File: src/rtl/bus_sequencer_pkg.sv
// Shared definitions for the single-bus control sequencer: widths, bus-source
// indices, opcode boundaries, step codes, state encoding and opcode class flags.
package bus_sequencer_pkg;

    localparam int unsigned NUM_SRC = 24;
    localparam int unsigned NUM_REG = 16;
    localparam int unsigned OPW     = 5;
    localparam int unsigned REGW    = 4;
    localparam int unsigned SRCW    = 5;
    localparam int unsigned STEPW   = 4;

    // Bus-source bit positions in bus_sel (R0..R15 occupy 0-15)
    localparam logic [SRCW-1:0] SRC_MDR  = SRCW'(16);
    localparam logic [SRCW-1:0] SRC_ZHI  = SRCW'(19);
    localparam logic [SRCW-1:0] SRC_ZLO  = SRCW'(20);
    localparam logic [SRCW-1:0] SRC_PC   = SRCW'(21);
    localparam logic [SRCW-1:0] SRC_C    = SRCW'(23);

    localparam logic [OPW-1:0] OP_RFMT_LAST = OPW'(11);
    localparam logic [OPW-1:0] OP_ADDI      = OPW'(12);
    localparam logic [OPW-1:0] OP_ORI       = OPW'(14);
    localparam logic [OPW-1:0] OP_MUL       = OPW'(15);
    localparam logic [OPW-1:0] OP_DIV       = OPW'(16);
    localparam logic [OPW-1:0] OP_NEG       = OPW'(17);
    localparam logic [OPW-1:0] OP_NOT       = OPW'(18);
    localparam logic [OPW-1:0] OP_NOP       = OPW'(26);
    localparam logic [OPW-1:0] OP_HALT      = OPW'(27);

    localparam logic [STEPW-1:0] STEP_IDLE = STEPW'(15);
    localparam logic [STEPW-1:0] STEP_WAIT = STEPW'(8);

    typedef enum logic [3:0] {
        S_IDLE, S_T0, S_T1, S_T1W, S_T2, S_T3, S_T4, S_T5, S_T6, S_HALTED
    } state_t;

    typedef struct packed {
        logic is_rfmt;
        logic is_ifmt;
        logic is_muldiv;
        logic is_unary;
        logic is_nop;
        logic is_halt;
        logic is_undef;
    } op_class_t;

    // One-hot bus select for a source index
    function automatic logic [NUM_SRC-1:0] src_sel(input logic [SRCW-1:0] idx);
        return NUM_SRC'(1) << idx;
    endfunction

endpackage

File: src/rtl/bus_sequencer_ctrl_opcode_decode.sv
// Classifies the instruction opcode into the execution classes that steer T3-T6.
module bus_sequencer_ctrl_opcode_decode
    import bus_sequencer_pkg::*;
(
    input  logic [OPW-1:0] i_op,
    output op_class_t      o_class
);

    always_comb begin
        o_class = '0;
        if (i_op <= OP_RFMT_LAST)
            o_class.is_rfmt = 1'b1;
        else if (i_op >= OP_ADDI && i_op <= OP_ORI)
            o_class.is_ifmt = 1'b1;
        else if (i_op == OP_MUL || i_op == OP_DIV)
            o_class.is_muldiv = 1'b1;
        else if (i_op == OP_NEG || i_op == OP_NOT)
            o_class.is_unary = 1'b1;
        else if (i_op == OP_NOP)
            o_class.is_nop = 1'b1;
        else if (i_op == OP_HALT)
            o_class.is_halt = 1'b1;
        else
            o_class.is_undef = 1'b1;
    end

endmodule

File: src/rtl/bus_sequencer.sv
// Hardwired T-step control unit for the single-bus datapath: fetch (with memory
// wait), decode and execute, driving bus-source selects and register load enables.
module bus_sequencer
    import bus_sequencer_pkg::*;
(
    input  logic               clock,
    input  logic               clear,
    input  logic               run,
    input  logic [31:0]        ir,
    input  logic               mem_ready,
    output logic [NUM_SRC-1:0] bus_sel,
    output logic [NUM_REG-1:0] reg_in,
    output logic               MARin,
    output logic               MDRin,
    output logic               IRin,
    output logic               PCin,
    output logic               IncPC,
    output logic               Yin,
    output logic               Zin,
    output logic               HIin,
    output logic               LOin,
    output logic               Read,
    output logic [OPW-1:0]     alu_op,
    output logic [STEPW-1:0]   step,
    output logic               halted,
    output logic               illegal
);

    state_t          r_state;
    state_t          w_next;
    logic [OPW-1:0]  w_op;
    logic [REGW-1:0] w_ra;
    logic [REGW-1:0] w_rb;
    logic [REGW-1:0] w_rc;
    op_class_t       w_class;
    logic            w_unused_ir;

    assign w_op        = ir[31:27];
    assign w_ra        = ir[26:23];
    assign w_rb        = ir[22:19];
    assign w_rc        = ir[18:15];
    assign w_unused_ir = ^ir[14:0];

    bus_sequencer_ctrl_opcode_decode u_decode (
        .i_op    (w_op),
        .o_class (w_class)
    );

    always_ff @(posedge clock) begin
        if (!clear)
            r_state <= S_IDLE;
        else
            r_state <= w_next;
    end

    // Next-state and control-line decode; MDRin follows mem_ready during the read
    always_comb begin
        w_next  = r_state;
        bus_sel = '0;
        reg_in  = '0;
        MARin   = 1'b0;
        MDRin   = 1'b0;
        IRin    = 1'b0;
        PCin    = 1'b0;
        IncPC   = 1'b0;
        Yin     = 1'b0;
        Zin     = 1'b0;
        HIin    = 1'b0;
        LOin    = 1'b0;
        Read    = 1'b0;
        alu_op  = '0;
        step    = STEP_IDLE;
        halted  = 1'b0;
        illegal = 1'b0;
        case (r_state)
            S_IDLE: begin
                if (run)
                    w_next = S_T0;
            end
            S_T0: begin
                step    = STEPW'(0);
                bus_sel = src_sel(SRC_PC);
                MARin   = 1'b1;
                IncPC   = 1'b1;
                Zin     = 1'b1;
                w_next  = S_T1;
            end
            S_T1: begin
                step    = STEPW'(1);
                bus_sel = src_sel(SRC_ZLO);
                PCin    = 1'b1;
                Read    = 1'b1;
                MDRin   = mem_ready;
                w_next  = mem_ready ? S_T2 : S_T1W;
            end
            S_T1W: begin
                step   = STEP_WAIT;
                Read   = 1'b1;
                MDRin  = mem_ready;
                if (mem_ready)
                    w_next = S_T2;
            end
            S_T2: begin
                step    = STEPW'(2);
                bus_sel = src_sel(SRC_MDR);
                IRin    = 1'b1;
                w_next  = S_T3;
            end
            S_T3: begin
                step = STEPW'(3);
                if (w_class.is_rfmt || w_class.is_ifmt || w_class.is_muldiv) begin
                    bus_sel = src_sel(SRCW'(w_rb));
                    Yin     = 1'b1;
                    w_next  = S_T4;
                end else if (w_class.is_unary) begin
                    w_next = S_T4;
                end else if (w_class.is_halt) begin
                    w_next = S_HALTED;
                end else if (w_class.is_nop || w_class.is_undef) begin
                    illegal = w_class.is_undef;
                    w_next  = run ? S_T0 : S_IDLE;
                end else begin
                    w_next = S_IDLE;
                end
            end
            S_T4: begin
                step   = STEPW'(4);
                Zin    = 1'b1;
                alu_op = w_op;
                if (w_class.is_ifmt)
                    bus_sel = src_sel(SRC_C);
                else if (w_class.is_unary)
                    bus_sel = src_sel(SRCW'(w_rb));
                else
                    bus_sel = src_sel(SRCW'(w_rc));
                w_next = S_T5;
            end
            S_T5: begin
                step    = STEPW'(5);
                bus_sel = src_sel(SRC_ZLO);
                if (w_class.is_muldiv) begin
                    LOin   = 1'b1;
                    w_next = S_T6;
                end else begin
                    reg_in = NUM_REG'(1) << w_ra;
                    w_next = run ? S_T0 : S_IDLE;
                end
            end
            S_T6: begin
                step    = STEPW'(6);
                bus_sel = src_sel(SRC_ZHI);
                HIin    = 1'b1;
                w_next  = run ? S_T0 : S_IDLE;
            end
            S_HALTED: begin
                halted = 1'b1;
            end
            default: begin
                w_next = S_IDLE;
            end
        endcase
    end

endmodule
File: config.mk
export PLATFORM = sky130hd
export DESIGN_NAME = bus_sequencer
export DESIGN_NICKNAME = d
export VERILOG_FILES = /design/src/rtl/bus_sequencer_pkg.sv /design/src/rtl/bus_sequencer_ctrl_opcode_decode.sv /design/src/rtl/bus_sequencer.sv
export SDC_FILE = /design/constraint.sdc
export NUM_CORES = 1
export LEC_CHECK = 0
export BUFFER_PORTS_ARGS = -buffer_cell sky130_fd_sc_hd__buf_2
export CAP_MARGIN = 20
export CORE_UTILIZATION = 40
export CTS_CLUSTER_DIAMETER = 80
export DETAILED_ROUTE_END_ITERATION = 10
export PLACE_DENSITY = 0.91
export REMOVE_ABC_BUFFERS = 1
export SLEW_MARGIN = 40
export SYNTH_ARGS = -nofsm -noshare
export SYNTH_HDL_FRONTEND = slang
export SYNTH_HIERARCHICAL = 1
export SYNTH_SLANG_ARGS = --single-unit
File: constraint.sdc
create_clock -name clock -period 7.8 [get_ports clock]
set_clock_uncertainty 0.15 [all_clocks]
set_input_delay 1.56 -clock clock [delete_from_list [all_inputs] [get_ports clock]]
set_output_delay 1.56 -clock clock [all_outputs]
set_load 0.03 [all_outputs]
==> metrics.cfg <==
[grt]
grt_pass1_vias = 1231
grt_max_degree = 25
grt_overflow_total = 0
grt_first_pass_wirelength_mm = 4.97
track_usage = 0.233
antenna_found_initial = 0

[synth]
synth_compound_area_frac = 0.272
synth_cells = 169
synth-seq-cells = 4
post_synth_num_cell_types = 47
synth_area_um2 = 1060
ys_top_cells_by_area = nor2_1 (9.2%), o22ai_1 (8.9%), dfxtp_1 (7.6%), nor3_1 (6.6%), nand2b_1 (5.9%)
synth-simple-area-share = 0.555
ys_warn_count = 6
synth_edf_count = 0
synth.avg_cell_area_um2 = 6.27
synth-xor-area-share = 0.00826
ys.flop_type = dfxtp_1
synth_top_area_share = 0.0921
seq_area_frac_synth = 0.0756
synth_top_family_by_area = simple AND/OR/NAND/NOR gates
synth_fa_ha_area_frac = 0
synth_area_leader_cell = nor2_1
synthMuxAreaShare = 0.00945
synth-async-reset-ratio = 0

[cts]
cts_sinks = 4
clk_pin_slew_ns = 0.05
tritoncts = built
htreeDepth = 1
ctsResizeCount = 0
numCtsBuffers = 3
clock_latency_ns = 0.25
postCtsSetupBuffers = 0
clock-root-buffer = clkbuf_4
clock_path_buffers = 2
ctsHoldBuffers = 0

[layout]
fin_nets = 279
n_antenna_cell = 0
final_area_um2 = 1460
fin_cells = 271
top_regs = r_state (4)
regMostFlops = r_state
final_layout_size_suffix_gt1_frac = 0.361
final_util = 0.582
largest_reg_flops = 4
synthToLayoutAreaGrowth_pct = 37.3

[routing]
antenna_left = 0
drtIter0Drc = 34
drt_wl_total_mm = 3.34
drc = 0
num_vias = 1525
viasPerCell = 5.63
drtPass1Iterations = 4
wire_per_inst_um = 12.3

[worst_setup_path]
critPathCaptureType = output pin
start_kind = input pin
crit_fanout = 7
crit_arrival_ns = 3.71
worstPathRequired_ns = 6.09
crit_type = input pin to output pin

[floorplan]
io_pins = 97
core_area_um2 = 2500
row_count = 18
die_h_um = 53.5
start_util = 0.424
die_w_um = 53.5
dieArea_um2 = 2860

[place]
gp_congestion = 0.888
postPlaceCellArea_um2 = 1430
dpl.hpwl_mm = 2.60
place.port_buffers = 78
dp_cells = 268
place_ws_ns = 2.41

[power_and_ir_drop]
power_density_nw_per_um2 = 99.9
max-vdd-ir-drop_uv = 83.7
power.leakage_uw = 0.000702

[timing]
slew_headroom = 0.534
tightestPinTransition_ns = 0.698
tns_ns = 0
fin_crit_ns = 5.42
fin_crit_sh = 0.694
rsz0062_at_grt = no
slew_viol_final = 0
clock.fmax_ghz = 0.185
hold_viol_final = 0
finalWorstSetupSlack_ns = 2.38
setup_violations = 0

[job]
maxCapViolations = 0

[outcome]
outcome = finished, final reports clean

[hold_path]
hold_class = register to register

logic make-up (layout without fill, tap and decap cells):
| group | after synthesis | after routing |
|---|---|---|
| simple gates | 103 | 103 |
| compound gates | 43 | 43 |
| buf+inv | 16 | 86 |
| flops | 4 | 4 |
| other cells | 1 | 3 |
| xor+xnor | 1 | 1 |
| mux | 1 | 1 |
stage by stage:
step	total power, uW	hold slack (ns)
2_1_floorplan	88.9	0.514
3_3_place_gp	115	0.611
3_5_place_dp	116	0.631
4_1_cts	146	0.657
5_1_grt	155	0.708
6_report	145	0.646
cell usage in the layout (no fill, tap or decap), types with 2 or more instances in the layout:
cell type	n
buf_2	78
nor2_1	26
o22ai_1	15
nor3_1	14
nand2_1	11
nand2b_1	10
nand3b_1	8
a21oi_1	8
and2_1	7
inv_1	5
o21ai_0	5
nand3_1	4
dfxtp_1	4
nor4_1	3
or2_2	3
nor3b_1	3
conb_1	3
clkbuf_4	3
or3b_1	2
nor2b_1	2
a31oi_1	2
o31a_1	2
o21a_1	2
worst max-delay path, stage by stage:
cell and delay (ns):
buf_2 0.14, nand2_1 0.11, nor3b_1 0.60, nor3_1 0.22
o32ai_2 0.20, or3b_1 0.45, o22ai_1 0.20, buf_2 0.22
area by class of cell:
cell class | count | area (um2)
Inverter | 5 | 18.8
Multi-Input combinational cell | 151 | 906
Fill cell | 271 | 1040
Sequential cell | 4 | 80.1
Tap cell | 30 | 37.5
Timing Repair Buffer | 78 | 390
Clock buffer | 3 | 22.5
power by group:
part | total [uW] | internal (uW) | switching (uW)
Sequential | 31.8 | 22.4 | 9.36
Combinational | 84.7 | 29.3 | 55.5
Clock | 28.8 | 17.4 | 11.4
per-layer routing:
metal | part of all wire | vias up | GRT usage | routed length (um)
li1 | - | 771 | - | -
met1 | 0.42 | 681 | 0.253 | 1410
met2 | 0.50 | 67 | 0.450 | 1660
met3 | 0.069 | 6 | 0.0287 | 230
met4 | 0.010 | 0 | 0.0789 | 34
met5 | 0 | - | 0 | 0
final timing paths:
check        startpoint    endpoint  slack, ns  depth (start not counted)
max reg2reg  r_state[0]  r_state[2]       5.99                          3
min reg2reg  r_state[3]  r_state[1]       0.65                          2
min          r_state[3]  r_state[1]       0.65                          2
max              ir[28]  bus_sel[8]       2.38                          8
synth_stat cells (all sizes together) (2+ instances only):
library cell,number
o21a,2
nand2,11
and2,7
a21oi,8
nand2b,10
o22ai,15
o31a,3
nor4,3
nor2b,2
or2,3
o32ai,2
nor3b,3
nor3,14
clkbuf,4
nor2,26
or3b,2
o21ai,5
nand3b,8
inv,5
nand3,4
dfxtp,4
nand4bb,2
buf,7
a31oi,2
Power figures use the tool's default switching activity.
